<file path="src/rtl/cpu_pkg.sv">
// ============================================================================
// cpu_pkg : shared widths, opcode constants and fetch FSM state type
// Rev 1.0 : initial release
// ============================================================================
`default_nettype none

package cpu_pkg;

  localparam int INSTR_W      = 16;
  localparam int DEFAULT_PC_W = 8;

  // Opcode words shared with the control unit decoder
  localparam logic [INSTR_W-1:0] OP_NOOP = 16'h0000;
  localparam logic [INSTR_W-1:0] OP_HALT = 16'hF000;
  localparam logic [INSTR_W-1:0] OP_JMP  = 16'h8000;

  typedef enum logic [0:0] {
    IDLE = 1'b0,
    REQ  = 1'b1
  } fetch_state_t;

endpackage : cpu_pkg

`default_nettype wire

</file>
<file path="src/rtl/pc_reg.sv">
// ============================================================================
// pc_reg : program counter with clear > load > increment priority, wraps
// Rev 1.0 : initial release
// ============================================================================
`default_nettype none

module pc_reg #(
  parameter int PC_W = 8
) (
  input  logic            Clock,
  input  logic            Reset,
  input  logic            clr,
  input  logic            ld,
  input  logic            inc,
  input  logic [PC_W-1:0] tgt,
  output logic [PC_W-1:0] pc
);

  logic [PC_W-1:0] r_pc;

  always_ff @(posedge Clock) begin
    if (Reset) begin
      r_pc <= '0;
    end else if (clr) begin
      r_pc <= '0;
    end else if (ld) begin
      r_pc <= tgt;
    end else if (inc) begin
      // natural modulo-2^PC_W wrap
      r_pc <= r_pc + {{(PC_W-1){1'b0}}, 1'b1};
    end
  end

  assign pc = r_pc;

endmodule : pc_reg

`default_nettype wire

</file>
<file path="src/rtl/instr_fetch_unit.sv">
// ============================================================================
// instr_fetch_unit : PC, instruction-memory fetch handshake and IR register
// Rev 1.0 : initial release
// ============================================================================
`default_nettype none

module instr_fetch_unit
  import cpu_pkg::*;
#(
  parameter int                 PC_W      = DEFAULT_PC_W,
  parameter int                 TIMEOUT   = 15,
  parameter logic [INSTR_W-1:0] NOOP_WORD = OP_NOOP
) (
  input  logic               Clock,
  input  logic               Reset,
  input  logic               PC_CLR,
  input  logic               PR_ID,
  input  logic               PC_IC,
  input  logic               PC_LD,
  input  logic [PC_W-1:0]    PC_TGT,
  output logic [PC_W-1:0]    IM_ADDR,
  output logic               IM_REQ,
  input  logic [INSTR_W-1:0] IM_RDATA,
  input  logic               IM_ACK,
  output logic [INSTR_W-1:0] IR,
  output logic               IR_VALID,
  output logic [PC_W-1:0]    PC,
  output logic               FETCH_BUSY,
  output logic               CMD_ERR
);

  localparam int                  c_TIMER_W   = (TIMEOUT < 2) ? 1 : $clog2(TIMEOUT);
  localparam logic [c_TIMER_W-1:0] c_TIMER_LAST = c_TIMER_W'(TIMEOUT - 1);

  fetch_state_t         r_state;
  logic [PC_W-1:0]      r_faddr;
  logic [c_TIMER_W-1:0] r_timer;
  logic [INSTR_W-1:0]   r_ir;
  logic                 r_ir_valid;
  logic                 r_cmd_err;
  logic [PC_W-1:0]      w_pc;
  logic                 w_start;
  logic                 w_ack_done;
  logic                 w_timeout;

  pc_reg #(
    .PC_W (PC_W)
  ) u_pc_reg (
    .Clock (Clock),
    .Reset (Reset),
    .clr   (PC_CLR),
    .ld    (PC_LD),
    .inc   (PC_IC),
    .tgt   (PC_TGT),
    .pc    (w_pc)
  );

  assign w_start    = (r_state == IDLE) && PR_ID;
  assign w_ack_done = (r_state == REQ) && IM_ACK;
  assign w_timeout  = (r_state == REQ) && !IM_ACK && (r_timer == c_TIMER_LAST);

  always_ff @(posedge Clock) begin
    if (Reset) begin
      r_state    <= IDLE;
      r_faddr    <= '0;
      r_timer    <= '0;
      r_ir       <= NOOP_WORD;
      r_ir_valid <= 1'b0;
      r_cmd_err  <= 1'b0;
    end else begin
      case (r_state)
        IDLE: begin
          if (PR_ID) begin
            r_faddr <= w_pc;
            r_timer <= '0;
            r_state <= REQ;
          end
        end
        REQ: begin
          if (IM_ACK) begin
            r_ir    <= IM_RDATA;
            r_state <= IDLE;
          end else if (w_timeout) begin
            r_ir      <= NOOP_WORD;
            r_cmd_err <= 1'b1;
            r_state   <= IDLE;
          end else begin
            r_timer <= r_timer + {{(c_TIMER_W-1){1'b0}}, 1'b1};
          end
          if (PR_ID) begin
            r_cmd_err <= 1'b1;
          end
        end
        default: r_state <= IDLE;
      endcase

      // A completing fetch wins over a PC clear in the same cycle
      if (w_ack_done || w_timeout) begin
        r_ir_valid <= 1'b1;
      end else if (w_start || PC_CLR) begin
        r_ir_valid <= 1'b0;
      end
    end
  end

  assign IM_REQ     = (r_state == REQ);
  assign FETCH_BUSY = (r_state == REQ);
  assign IM_ADDR    = (r_state == REQ) ? r_faddr : '0;
  assign IR         = r_ir;
  assign IR_VALID   = r_ir_valid;
  assign PC         = w_pc;
  assign CMD_ERR    = r_cmd_err;

endmodule : instr_fetch_unit

`default_nettype wire
</file>
<file path="config.mk">
export PLATFORM = sky130hd
export DESIGN_NAME = instr_fetch_unit
export DESIGN_NICKNAME = d
export VERILOG_FILES = /design/src/rtl/cpu_pkg.sv /design/src/rtl/pc_reg.sv /design/src/rtl/instr_fetch_unit.sv
export SDC_FILE = /design/constraint.sdc
export NUM_CORES = 1
export LEC_CHECK = 0
export CAP_MARGIN = 25
export CORE_MARGIN = 3
export CORE_UTILIZATION = 38
export CTS_CLUSTER_DIAMETER = 80
export DETAILED_ROUTE_END_ITERATION = 16
export GPL_TIMING_DRIVEN = 0
export PLACE_DENSITY = 0.75
export RECOVER_POWER = 50
export SETUP_SLACK_MARGIN = 0.15
export SYNTH_ARGS = -nofsm -noshare
export SYNTH_HDL_FRONTEND = slang
export SYNTH_SLANG_ARGS = --single-unit
</file>
<file path="constraint.sdc">
create_clock -name Clock -period 1.6 [get_ports Clock]
set_clock_uncertainty 0.15 [all_clocks]
set_input_delay 0.24 -clock Clock [delete_from_list [all_inputs] [get_ports Clock]]
set_output_delay 0.24 -clock Clock [all_outputs]
set_load 0.01 [all_outputs]
</file>
* After elaboration in Yosys (flattened, before gate mapping)
Index checks and enable logic that the tools add are counted.
Word-level totals: bits in registers 39, bits in latches 0, bits in writable memories 0, ROM bits 0, input bits 31, word-level logic and storage cells 49, memories kept 0
Operators by class: add/sub/neg operators 2, multiply operators 0, divide/modulo/power cells 0, order comparisons 0, eq/ne operators 5, shift operators 0, mux-type cells 18, bitwise operators 1, reductions and logical operators 16
Operator list (number):
- 16-bit two-way mux | 2
- 8-bit two-way mux | 3
- 4-bit two-way mux | 3
- 8-bit by 1-bit adder with 8-bit output, second input constant | 1
- 1-bit two-way mux | 8
- 2-bit != test, second input constant | 4
- 4-bit case mux with 2 select lines | 1
- 2-bit nonzero test | 4
- 3-bit AND reduction | 2
- 4-bit by 1-bit adder with 4-bit output, second input constant | 1
- 4-bit equality test, second input constant | 1
- 1-bit logical AND | 4
- 2-bit AND reduction | 2
- 1-bit logical OR | 2
- 1-bit case mux with 2 select lines | 1
- 2-bit OR reduction | 1
- 1-bit logical NOT | 1
- 1-bit NOT | 1

* Longest topological paths before layout
Gate-level depths: netlist of the first run.
depth in word-level cells 6, gate-level depth with buffers 6, gate-level depth less buffers 5

* Modules after synthesis
From an unflattened synthesis of the first run, not the netlist that was laid out.
Second synthesis, totals: cell total of the unflattened synthesis 175, area total of the unflattened synthesis 1687.9 um^2
By module, submodules not included:
- instr_fetch_unit | times used 1, cells each 126, area an instance 1242.4 um^2
- pc_reg | times used 1, cells each 49, area an instance 445.4 um^2

* Worst setup path after synthesis of the first run
Ideal clock, no wire load.
path kind register -> register, from reg r_timer[0], to reg r_ir[10] (netlist: IR[10]), setup time 0.059 ns, data arrival time 1.438 ns, slack -0.046 ns, stages on the path, launching flop included 7, path through dfxtp_1 > inv_1 > ha_1 > a31o_2 > a21oi_2 > buf_4 > a22o_1
On the way: cells in the longest elaborated chain, start to end 4
RTL lines:
- start, declared | line instr_fetch_unit.sv:37 | logic [c_TIMER_W-1:0] r_timer;
- start signal, assigned | line instr_fetch_unit.sv:88 | r_timer <= r_timer + {{(c_TIMER_W-1){1'b0}}, 1'b1};
- 4-bit equality test | line instr_fetch_unit.sv:60 | assign w_timeout = (r_state == REQ) && !IM_ACK && (r_timer == c_TIMER_LAST);
- 1-bit logical AND | line instr_fetch_unit.sv:60
- 2-bit nonzero test (no source line)
- 2-bit AND reduction (no source line)
- end signal, assigned | line instr_fetch_unit.sv:67 | r_ir <= NOOP_WORD;
- end signal, assigned | line instr_fetch_unit.sv:81 | r_ir <= IM_RDATA;
- end signal, assigned | line instr_fetch_unit.sv:84 | r_ir <= NOOP_WORD;
- end, declared | line instr_fetch_unit.sv:38 | logic [INSTR_W-1:0] r_ir;
No other way between the ends. A chain may end at the register's enable or synchronous reset.

* Worst setup path after layout of the first run
from reg r_state (netlist: FETCH_BUSY), to out IM_ADDR[7]
On the way: cells in the longest elaborated chain, start to end 1
RTL lines:
- start, declared | line instr_fetch_unit.sv:35 | fetch_state_t r_state;
- start signal, assigned | line instr_fetch_unit.sv:64 | r_state <= IDLE;
- start signal, assigned | line instr_fetch_unit.sv:76 | r_state <= REQ;
- start signal, assigned | line instr_fetch_unit.sv:82 | r_state <= IDLE;
- 8-bit two-way mux | line instr_fetch_unit.sv:108 | assign IM_ADDR = (r_state == REQ) ? r_faddr : '0;
- end, declared | line instr_fetch_unit.sv:21 | output logic [PC_W-1:0] IM_ADDR,
No other way between the ends.

==> summary by stage, run 1 <==
STA
Based on the critical path, the design can be clocked at up to 670 MHz. Dividing the final minimum period by the clock period gives 0.933. Setup repair after global routing could not meet its margin everywhere. The shortest clock period the worst path allows after layout is 1490 ps. Measured against its own limit, the worst slew margin works out to 0.714.

Setup violations remaining at the end of the flow were counted as 0. At the pin with the least slew margin, the transition time is approximately 430 ps. The number of max-slew violations in the final report is 0.

The count of final hold-check violations was 0.

Finish
From synthesis to final layout, the design area changed by 59.7%. Once layout is complete, the utilization of the core stands at 0.636. The net count of the finished layout is 290. Counting the fill cells in the layout gives 380. The repair_antennas step left the layout with diodes totalling 0.

The register with the most flip-flops in the layout has 16 of them. The final cell count without fillers is 307. The ratio of cells with drive above 1 in the final layout is 0.230.

Synthesis
For this run, asynchronously set or reset flops after synthesis account for 0. The number of distinct standard cells referenced by the synthesized netlist is 39. The post-synth net total is 204. The commonest cells after synthesis are 39 x dfxtp_1, 20 x nand2_1, 16 x a22o_1. The proportion of netlist area held by the largest area contributor is 0.483. In this run, synthesis inferred 0 flip-flops with an integrated enable. The per-instance average area after synthesis is 9.50 um^2. The mapped netlist covers around 0.0016 mm^2. Yosys printed 0 warnings. Synthesis produced a netlist whose cell count is 170. The commonest register cell after synthesis is dfxtp_1. The largest total area in the synthesized netlist belongs to dfxtp_1. By area the synthesized netlist is led by dfxtp_1 48%, a22o_1 8.7%, a21oi_1 4.6%, nand2_1 4.6%, and2_1 3.1%.

The register area share after synthesis is 0.483. In the post-synthesis netlist, the cell with the most instances is dfxtp_1. In this run, synthesis produced a sequential element count of 39.

Global routing
The number of global-route vias before repair is 1,510. The combined global-route utilization of all metal layers is 0.168. Summed over all layers, the global routing overflow is 0.

The wire length of the first global-routing pass is a little under 7000 um. The initial antenna violation count was 0. The maximum number of pins on one net before global-route repair is 12.

Worst setup path
In this run the critical register-to-register path is launched from u_pc_reg.pc[0]. Following the worst setup path forward leads to its endpoint at IM_ADDR[7]. The critical path's slowest cell is dfxtp_4.

The worst register-to-register path has a depth of 4. The largest driver fanout on the critical path is 8. The type of element launching the critical path is a flip-flop. STA puts the critical path data arrival time at 1100 ps. The peak per-stage delay on the critical path is ~360 ps. The start point of the critical path is FETCH_BUSY. The cell that appears most often on the critical path is buf_6. The worst setup path is of the reg -> out kind. The critical path runs through a total of 4 cells. STA classifies the critical path endpoint as a primary output. The buffer and inverter count on the worst path is 3. The end of the worst register-to-register path is u_pc_reg.pc[2]. The critical path goes through buf_8 -> buf_6 -> and2_4 -> buf_6.

The required time at the endpoint of the critical path is roughly 1200 ps. The register-to-register path setup slack is 120 ps. Among cell families on the critical path, the largest total delay comes from flip-flops.

Route
The post-detailed-route DRC marker count is 0. The total routed wirelength is 4210 um. The pre-antenna-repair detailed-routing pass consisted of 4 iterations. After detailed routing, the number of vias per cell comes to 5.13. For this block, the initial DRC count from the detailed router was 74. After detailed routing, the average wire length per cell comes to 13.7 um. The count of vias placed by the detailed router is about 1,600. The detail route stage leaves a number of antenna-violating nets equal to 0.

Placement
The placed cell count is 285. The half-perimeter wire length of the detailed placement result is 2930 um. The placer's final routability congestion estimate is 0.795. During placement, the flow inserted port buffers numbering 65.

Job
The tool flagged a number of max-cap violations equal to 0.

Clock network
The H-tree was split into 2 levels. The tree is rooted in a clkbuf_8. Buffers inserted during clock tree synthesis total 5. The clock drives 39 sinks.

TritonCTS built the clock tree. The clock passes through at most 2 buffers. The clock latency on the worst-skew pair is 280 ps. The number of hold-repair buffers added at the cts stage is 0. After clock tree synthesis, the clock-pin slew on the worst setup and hold paths is 70 ps.

Power
The total power after layout is 2040 uW. The highest ir drop seen on vdd is 0.372 mV. For this design the ratio of total power to cell area is 791 mW/mm^2. The leakage power total is 0.00114 uW.

Floorplan
The count of boundary I/O pins is 67. In this run the horizontal extent of the chip is 71.2 um. The effective utilization at floorplan is 0.398. The die is 71.2 um tall. The floorplan has 23 rows.

The area of the die is 0.00507 mm^2. The placeable core region is 0.00406 mm^2.

Min path
The worst hold path belongs to the class in -> reg.

Outcome
The run finished with clean final reports.
[per-stage QoR]
stage | hold WS [ps] | setup TNS (ps) | area (um^2) | setup slack, ps
6_report | 229 | 0 | 2580 | 107
3_3_place_gp | 285 | -9380 | 2360 | -367
5_1_grt | 244 | 0 | 2580 | 38.6
4_1_cts | 216 | 0 | 2530 | 34.8
2_1_floorplan | 180 | 0 | 1640 | 152
3_5_place_dp | 295 | -9240 | 2360 | -362
[power by group]
part	internal, uW	switching (uW)
combinational	173	129
clock	393	315
sequential	1000	26.6
total	1570	470
[worst min path at each step]
stage	cells after the start	slack, ps	endpoint	start
floorplan	1	180	u_pc_reg.pc[2]	PC_CLR
global placement	2	280	CMD_ERR	CMD_ERR
detailed placement	2	290	r_faddr[7]	r_faddr[7]
CTS	4	220	u_pc_reg.pc[1]	PC_IC
global route	2	240	u_pc_reg.pc[2]	PC_CLR
finish	4	230	u_pc_reg.pc[0]	PC_IC
[logic make-up after synthesis]
family | Yosys count | synth area share
AO/OA/AOI/OAI | 54 | 0.239
XOR/XNOR | 4 | 0.0217
buffers and inverters | 16 | 0.0465
flip-flops | 39 | 0.483
multiplexers | 1 | 0.00620
adder cells (fa/ha/maj) | 3 | 0.0232
AND/OR/NAND/NOR | 53 | 0.180
[placed cells by master, fill, tap and decap left out, types with 2 or more instances in the layout]
master	count
xor2_1	3
inv_1	3
nor2_1	2
nand2_1	19
o211ai_1	3
clkdlybuf4s50_1	25
nand3_1	2
clkbuf_1	3
dfxtp_2	2
a22o_1	16
nor3_1	2
buf_4	13
a21oi_1	14
nor2b_1	2
dfxtp_1	35
and2_4	2
nand2b_1	2
clkbuf_2	3
and2_1	6
buf_6	8
buf_2	7
or3_1	4
nand4_1	3
dlygate4sd2_1	30
o211a_1	2
clkbuf_8	7
a31oi_1	2
dfxtp_4	2
o21ai_0	8
[metal layers]
| metal | track usage | up-vias | part of all wire | routed length [um] |
|---|---|---|---|---|
| li1 | - | 788 | - | - |
| met5 | 0 | - | 0 | 0 |
| met1 | 0.217 | 721 | 0.45 | 1900 |
| met3 | 0.0440 | 2 | 0.078 | 329 |
| met4 | 0.0438 | 0 | 0.00095 | 4 |
| met2 | 0.278 | 63 | 0.47 | 1970 |
[tightest hold or removal path: stages]
cell and delay [ps]:
buf_4 130, xnor2_1 70, nand2_1 60, o211a_1 130
[final cells by class]
cell class              count  area, um^2  share of cell area
inverters                   4        15.0             0.00582
multi-input cells         115         821               0.318
well taps                  50        62.6              0.0242
flip-flops and latches     39         791               0.306
clock buffers               8         100              0.0388
plain buffers              12        86.3              0.0335
repair buffers             79         704               0.273
[timing repair]
item,in CTS,in global routing
setup endpoints to repair,70,40
pin swaps,22,7
buffers inserted,11,2
gates cloned,1,0
resized for setup,91,22
Note: power is estimated with default switching activity, not from simulation.
==> run 2, diff against run 1 <==
--- a/config.mk
+++ b/config.mk
@@ -7,11 +7,11 @@
 export LEC_CHECK = 0
 export CAP_MARGIN = 25
 export CORE_MARGIN = 3
-export CORE_UTILIZATION = 38
+export CORE_UTILIZATION = 42
 export CTS_CLUSTER_DIAMETER = 80
 export DETAILED_ROUTE_END_ITERATION = 16
 export GPL_TIMING_DRIVEN = 0
-export PLACE_DENSITY = 0.75
+export PLACE_DENSITY = 0.79
 export RECOVER_POWER = 50
 export SETUP_SLACK_MARGIN = 0.15
 export SYNTH_ARGS = -nofsm -noshare
==> constraint.sdc (replaced) <==
create_clock -name Clock -period 1.45 [get_ports Clock]
set_clock_uncertainty 0.15 [all_clocks]
set_input_delay 0.2175 -clock Clock [delete_from_list [all_inputs] [get_ports Clock]]
set_output_delay 0.2175 -clock Clock [all_outputs]
set_load 0.01 [all_outputs]
==> summary by stage, run 2 (synthesized netlist as in run 1, its figures left out) <==
Clock network
The buffer depth of the longest clock path was 2 (unchanged). The clock transition at the registers of the reported paths is 70 ps (about the same). The buffer type at the clock tree root is clkbuf_8. The number of hold-repair buffers added at the cts stage was 0 (unchanged).

TritonCTS built the clock tree. The total clock buffers created by CTS is 5 (unchanged). The total number of clock tree sinks is 39 (unchanged). The clock latency on the worst-skew pair came to 290 ps (about the same).

The H-tree depth is 2 (unchanged).

Route
The number of vias per cell after detailed routing is 5.32 (+3.8%). The count of vias placed by the detailed router is 1,655 (+5.1%). The antenna violation net count after detailed routing is 0 (unchanged). The total routed wirelength is 5380 um (+28%).

The number of search-and-repair iterations in the first detailed-routing pass is 4 (unchanged). The detailed-route wire length per cell was 17.3 um (+26%). The number of violations reported at the end of detailed-routing iteration 0 is 76 (+2.7%).

The post-detailed-route DRC marker count is 0 (unchanged).

Worst setup path
The reg-to-reg startpoint is r_timer[0]. The register-to-register path setup slack is -90 ps (-210 ps). The most critical setup path has its startpoint at r_timer[0].

The path depth of the worst reg2reg path was 6 (+2). The required time at the endpoint of the critical path is 1540 ps (+330 ps). The critical path arrival was 1630 ps (+530 ps). The peak per-stage delay on the critical path is 370 ps (about the same).

The slowest stage of the critical path is the dfxtp_4 cell. The critical path goes through inv_2 -> ha_4 -> a31o_4 -> a21oi_4 -> buf_6 -> a22o_1. STA classifies the critical path startpoint as a flip-flop.

The end of the worst register-to-register path is IR[13]. The critical setup path kind is reg -> reg. The largest driver fanout on the critical path was 5 (-3).

Following the worst setup path forward leads to its endpoint at IR[13]. The critical path endpoint category is a flip-flop.

Outcome
The flow ran to the end, but the final reports show violations. The final reports fail on negative setup slack.

STA
The smallest clock period supported by the final layout is computed as 1540 ps. The total setup violations reported at the end of the flow came to 21 (+21). The worst relative slew slack is 0.792 (+0.0779). The maximum frequency from static timing analysis is 651 MHz.

The fraction of the cycle the final worst path needs is 1.06. The least setup slack across all paths after layout is -86.8 ps (-193 ps). The slew of the pin with the lowest slew margin is 312 ps (-117 ps).

The count of final hold-check violations is 0 (unchanged). The hold slack was 195 ps (-34.4 ps). The number of max-slew violations in the final report is 0 (unchanged). Setup repair after global routing could not meet its margin everywhere.

Floorplan
The placeable core region is 0.00352 mm^2 (-13%). The chip height is 68.0 um (-4.5%). The floorplan die width came to 68.0 um (-4.5%). The area of the die came to 0.00463 mm^2 (-8.7%). The effective utilization at floorplan came to 0.459 (+0.0607).

The site row count is 21 (-8.7%). The count of boundary I/O pins came to 67 (unchanged).

Min path
The tightest min-delay check is of the in -> reg type. In this run the most critical hold path is launched from PC_IC. The cell depth of the worst hold path was 4 (unchanged).

Global routing
The combined global-route utilization of all metal layers was 0.212 (+0.0443). The number of global-route vias before repair is 1,602 (+6.1%). The global route total overflow came to 0 (unchanged).

The maximum number of pins on one net before global-route repair is 12 (unchanged). The wire length of the first global-routing pass is 7370 um (+6.3%). The initial antenna violation count is 0 (unchanged).

Finish
The number of inserted diodes is 0 (unchanged). The flip-flop count of the largest register, all copies and words added was 16 (unchanged). Leaving out fill and tap cells, the most frequent cell in the layout is dfxtp_1. Leaving out fill and tap cells, the most frequent cells in the layout are 31 x dfxtp_1, 24 x clkdlybuf4s50_1, 20 x buf_6, 18 x buf_4, 18 x nand2_1. The number of nets in the finished design is 298 (+2.8%). The ratio of cells with drive above 1 in the final layout is 0.366 (+0.136). The synthesis-to-finish area growth is 76.5%.

The count of filler cells inserted in the layout is 235 (-38%).

Power
The total power after layout is 2360 uW (+15%). The power per unit of standard cell area was 826 mW/mm^2 (+4.5%). The highest ir drop seen on vdd was 0.533 mV (+43%). The leakage power total is 0.00119 uW (+4.6%).

Placement
The placer's final routability congestion estimate is 0.725 (-8.9%). The quantity of I/O buffers inserted on ports came to 65 (unchanged). The worst setup slack before clock tree synthesis is -454 ps (-92.4 ps). The half-perimeter wire length of the detailed placement result came to 3050 um (+4.1%).

Job
The count of maximum capacitance violations came to 0 (unchanged).
## run 2: changes by cell type in the layout (fill, tap and decap cells not counted), sizes merged
cell           delta
clkdlybuf4s50     -1
buf              +13
dlygate4sd2      -18
clkbuf            +5
dlymetal6s2s      +1
clkdlybuf4s15     +8
## run 2: layer usage
metal  vias up  GRT usage  part of all wire
met3        15     0.0706             0.063
met5         -          0                 0
li1        800          -                 -
met1       767      0.239              0.38
met2        73      0.373              0.52
met4         0     0.0695             0.030
## run 2: repair_timing
| action | 4_1_cts | 5_1_grt |
|---|---|---|
| resized for setup | 112 | 65 |
| endpoints found under the setup margin | 74 | 62 |
| cloned | 2 | 1 |
| pin swaps | 13 | 23 |
| buffers inserted | 11 | 8 |
## run 2: layout make-up
| type | count | area, um^2 | share of cell area |
|---|---|---|---|
| Sequential cell | 39 | 803 | 0.282 |
| Tap cell | 46 | 57.6 | 0.0202 |
| Buffer | 12 | 115 | 0.0404 |
| Timing Repair Buffer | 87 | 815 | 0.286 |
| Multi-Input combinational cell | 115 | 946 | 0.332 |
| Inverter | 4 | 15.0 | 0.00527 |
| Clock buffer | 8 | 100 | 0.0351 |
## run 2: worst max-delay path: cells and delay by family (launching register included)
kind | cells | cell delay (ps)
fa+ha+maj | 1 | 150
flops | 1 | 370
buf+inv | 2 | 210
compound gates | 3 | 590
## run 2: stage by stage
stage / instances / setup TNS [ps] / utilization / cell area, um^2
finish: 311 / -1090 / 0.810 / 2850
global route: 311 / -2460 / 0.810 / 2850
CTS: 302 / -1250 / 0.755 / 2660
detailed placement: 281 / -16090 / 0.687 / 2420
global placement: 281 / -15430 / 0.687 / 2420
floorplan: 170 / 0 / - / 1710
## run 2: worst min path at each step
| stage | slack [ps] | end |
|---|---|---|
| floorplan | 150 | u_pc_reg.pc[2] |
| global placement | 290 | r_faddr[1] |
| detailed placement | 290 | CMD_ERR |
| CTS | 200 | u_pc_reg.pc[6] |
| global route | 220 | u_pc_reg.pc[0] |
| finish | 190 | u_pc_reg.pc[0] |
## run 2: report_power, final
group	internal, uW	switching [uW]
clock	434	374
combinational	234	172
sequential	1100	36.9
==> run 3, diff against run 2 <==
--- a/config.mk
+++ b/config.mk
@@ -14,6 +14,7 @@
 export PLACE_DENSITY = 0.79
 export RECOVER_POWER = 50
 export SETUP_SLACK_MARGIN = 0.15
+export SKIP_CTS_REPAIR_TIMING = 1
 export SYNTH_ARGS = -nofsm -noshare
 export SYNTH_HDL_FRONTEND = slang
 export SYNTH_SLANG_ARGS = --single-unit
==> summary by stage, run 3 (synthesized netlist as in run 1, its figures left out) <==
Global routing
The number of global-route vias before repair is 1,457 (-9.1%). The wire length of the first global-routing pass is 6510 um (-12%). The maximum number of pins on one net before global-route repair is 12 (unchanged). The global route total overflow came to 0 (unchanged). The initial antenna violation count was 0 (unchanged). The combined global-route utilization of all metal layers is 0.186 (-0.0257).

Route
The antenna violation net count after detailed routing is 0 (unchanged). The total routed wirelength was 4630 um (-14%). The number of vias per cell after detailed routing was 5.22 (-1.9%). The post-detailed-route DRC marker count is 0 (unchanged). The detailed-route wire length per cell is 15.3 um (-12%). The number of search-and-repair iterations in the first detailed-routing pass came to 4 (unchanged). The count of vias placed by the detailed router was 1,582 (-4.4%). The number of violations reported at the end of detailed-routing iteration 0 came to 59 (-22%).

STA
The total setup violations reported at the end of the flow is 19 (-9.5%). The fraction of the cycle the final worst path needs was 1.08 (+0.0186). The shortest clock period the worst path allows after layout came to 1560 ps (+26.9 ps).

The number of max-slew violations in the final report came to 0 (unchanged). The worst relative slew slack is 0.740 (-0.0516). The slew of the pin with the lowest slew margin was 390 ps (+77.8 ps).

The least setup slack across all paths after layout is -114 ps (-26.9 ps). The maximum frequency from static timing analysis is 639 MHz (-1.7%). Setup repair after global routing could not meet its margin everywhere. The count of final hold-check violations was 0 (unchanged).

Finish
The number of inserted diodes is 0 (unchanged). In the layout the commonest cells are 29 x dfxtp_1, 25 x clkdlybuf4s50_1, 19 x buf_6, 19 x nand2_1, 18 x clkdlybuf4s25_1. The ratio of cells with drive above 1 in the final layout is 0.304 (-0.0625).

The library cell used most frequently in the layout, excluding fill and tap cells, is dfxtp_1. The final cell count without fillers is 303 (-2.6%). The cell area after layout is 0.00280 mm^2 (-1.8%). The post-route core utilization is 0.795 (-0.0146). The synthesis-to-finish area growth is 73.4%.

The flip-flop count of the largest register, all copies and words added is 16 (unchanged). The count of filler cells inserted in the layout is 243 (+3.4%). The number of nets in the finished design was 290 (-2.7%).

Floorplan
The area of the die is 0.00463 mm^2 (unchanged). The count of boundary I/O pins was 67 (unchanged). The site row count was 21 (unchanged). The effective utilization at floorplan came to 0.459 (unchanged). The floorplan die width is 68.0 um (unchanged). The chip height was 68.0 um (unchanged).

The placeable core region was 0.00352 mm^2 (unchanged).

Worst setup path
The required time at the endpoint of the critical path was 1530 ps (about the same). The peak per-stage delay on the critical path came to 380 ps (about the same). The buffer and inverter count on the worst path came to 2 (unchanged). Traced cell by cell, the critical path runs through inv_2 -> ha_4 -> a31o_4 -> a21oi_4 -> buf_6 -> a22o_1. The critical path's slowest cell is dfxtp_4.

The largest driver fanout on the critical path is 6 (+1). The critical path is of the reg -> reg type. STA classifies the critical path endpoint as a flip-flop. STA classifies the critical path startpoint as a flip-flop.

The critical path arrival is 1650 ps (+20 ps). Broken down by cell family, the worst path's largest delay share belongs to compound AO/OA/AOI/OAI gates.

Clock network
The clock latency on the worst-skew pair came to 290 ps (about the same). The tree is rooted in a clkbuf_8. TritonCTS built the clock tree. The clock transition at the registers of the reported paths is 70 ps (about the same). The total number of clock tree sinks is 39 (unchanged). The buffer depth of the longest clock path is 2 (unchanged). The H-tree depth came to 2 (unchanged). The total clock buffers created by CTS is 5 (unchanged).

Placement
The placed cell area was 0.00242 mm^2 (unchanged). The half-perimeter wire length of the detailed placement result is 3050 um (unchanged). The placed cell count is 281 (unchanged). The placer's final routability congestion estimate is 0.725 (unchanged). The quantity of I/O buffers inserted on ports is 65 (unchanged).

Power
The leakage power total is 0.00123 uW (+3.2%). The power per unit of standard cell area is 823 mW/mm^2 (-0.38%). The highest ir drop seen on vdd is 0.495 mV (-7.1%).

Min path
The path class of the lowest-slack min-delay path is in -> reg.

Outcome
The run finished, with violations left. The checks that failed: negative setup slack.

Job
The count of maximum capacitance violations was 0 (unchanged).
## run 3: cell count changes in the layout (fill, tap and decap cells not counted), moves of 3 or more
cell,before,now
buf_4,18,11
buf_8,3,0
clkbuf_2,6,1
clkdlybuf4s15_1,8,0
clkdlybuf4s25_1,0,18
dlygate4sd2_1,12,0
dlymetal6s2s_1,1,7
dlymetal6s4s_1,0,5
## run 3: area by class of cell
class	instances	area (um^2)	share of cell area
flip-flops and latches	39	811	0.290
repair buffers	79	807	0.288
well taps	46	57.6	0.0206
multi-input cells	115	910	0.325
plain buffers	12	100	0.0357
inverters	4	15.0	0.00536
clock buffers	8	100	0.0357
## run 3: final timing paths
| path | from | to | slack, ps | depth (start not counted) |
|---|---|---|---|---|
| setup / recovery | r_timer[0] | IR[13] | -110 | 6 |
| hold / removal | PC_CLR | u_pc_reg.pc[2] | 140 | 2 |
| setup reg to reg | r_timer[0] | IR[13] | -110 | 6 |
| hold reg to reg | CMD_ERR | CMD_ERR | 300 | 2 |
## run 3: metal layers
metal  vias up  track usage  routed length, um
met5         -            0                  0
met4         0       0.0844                 90
met3         8       0.0476                244
met2        55        0.315               2350
met1       732        0.220               1950
li1        787            -                  -
## run 3: metrics by stage
stage               setup slack, ps  setup TNS [ps]  power, uW  hold WS [ps]
global route                   -172           -2850       2410           160
CTS                            -695          -11290       2270           185
floorplan                      35.0               0       1290           147
global placement               -422          -15430       1480           287
finish                         -114           -1640       2300           137
detailed placement             -454          -16090       1480           294
## run 3: power breakdown
| part | internal [uW] | switching, uW | total, uW |
|---|---|---|---|
| registers | 1100 | 35.8 | 1140 |
| clock network | 434 | 356 | 790 |
| logic | 222 | 153 | 376 |
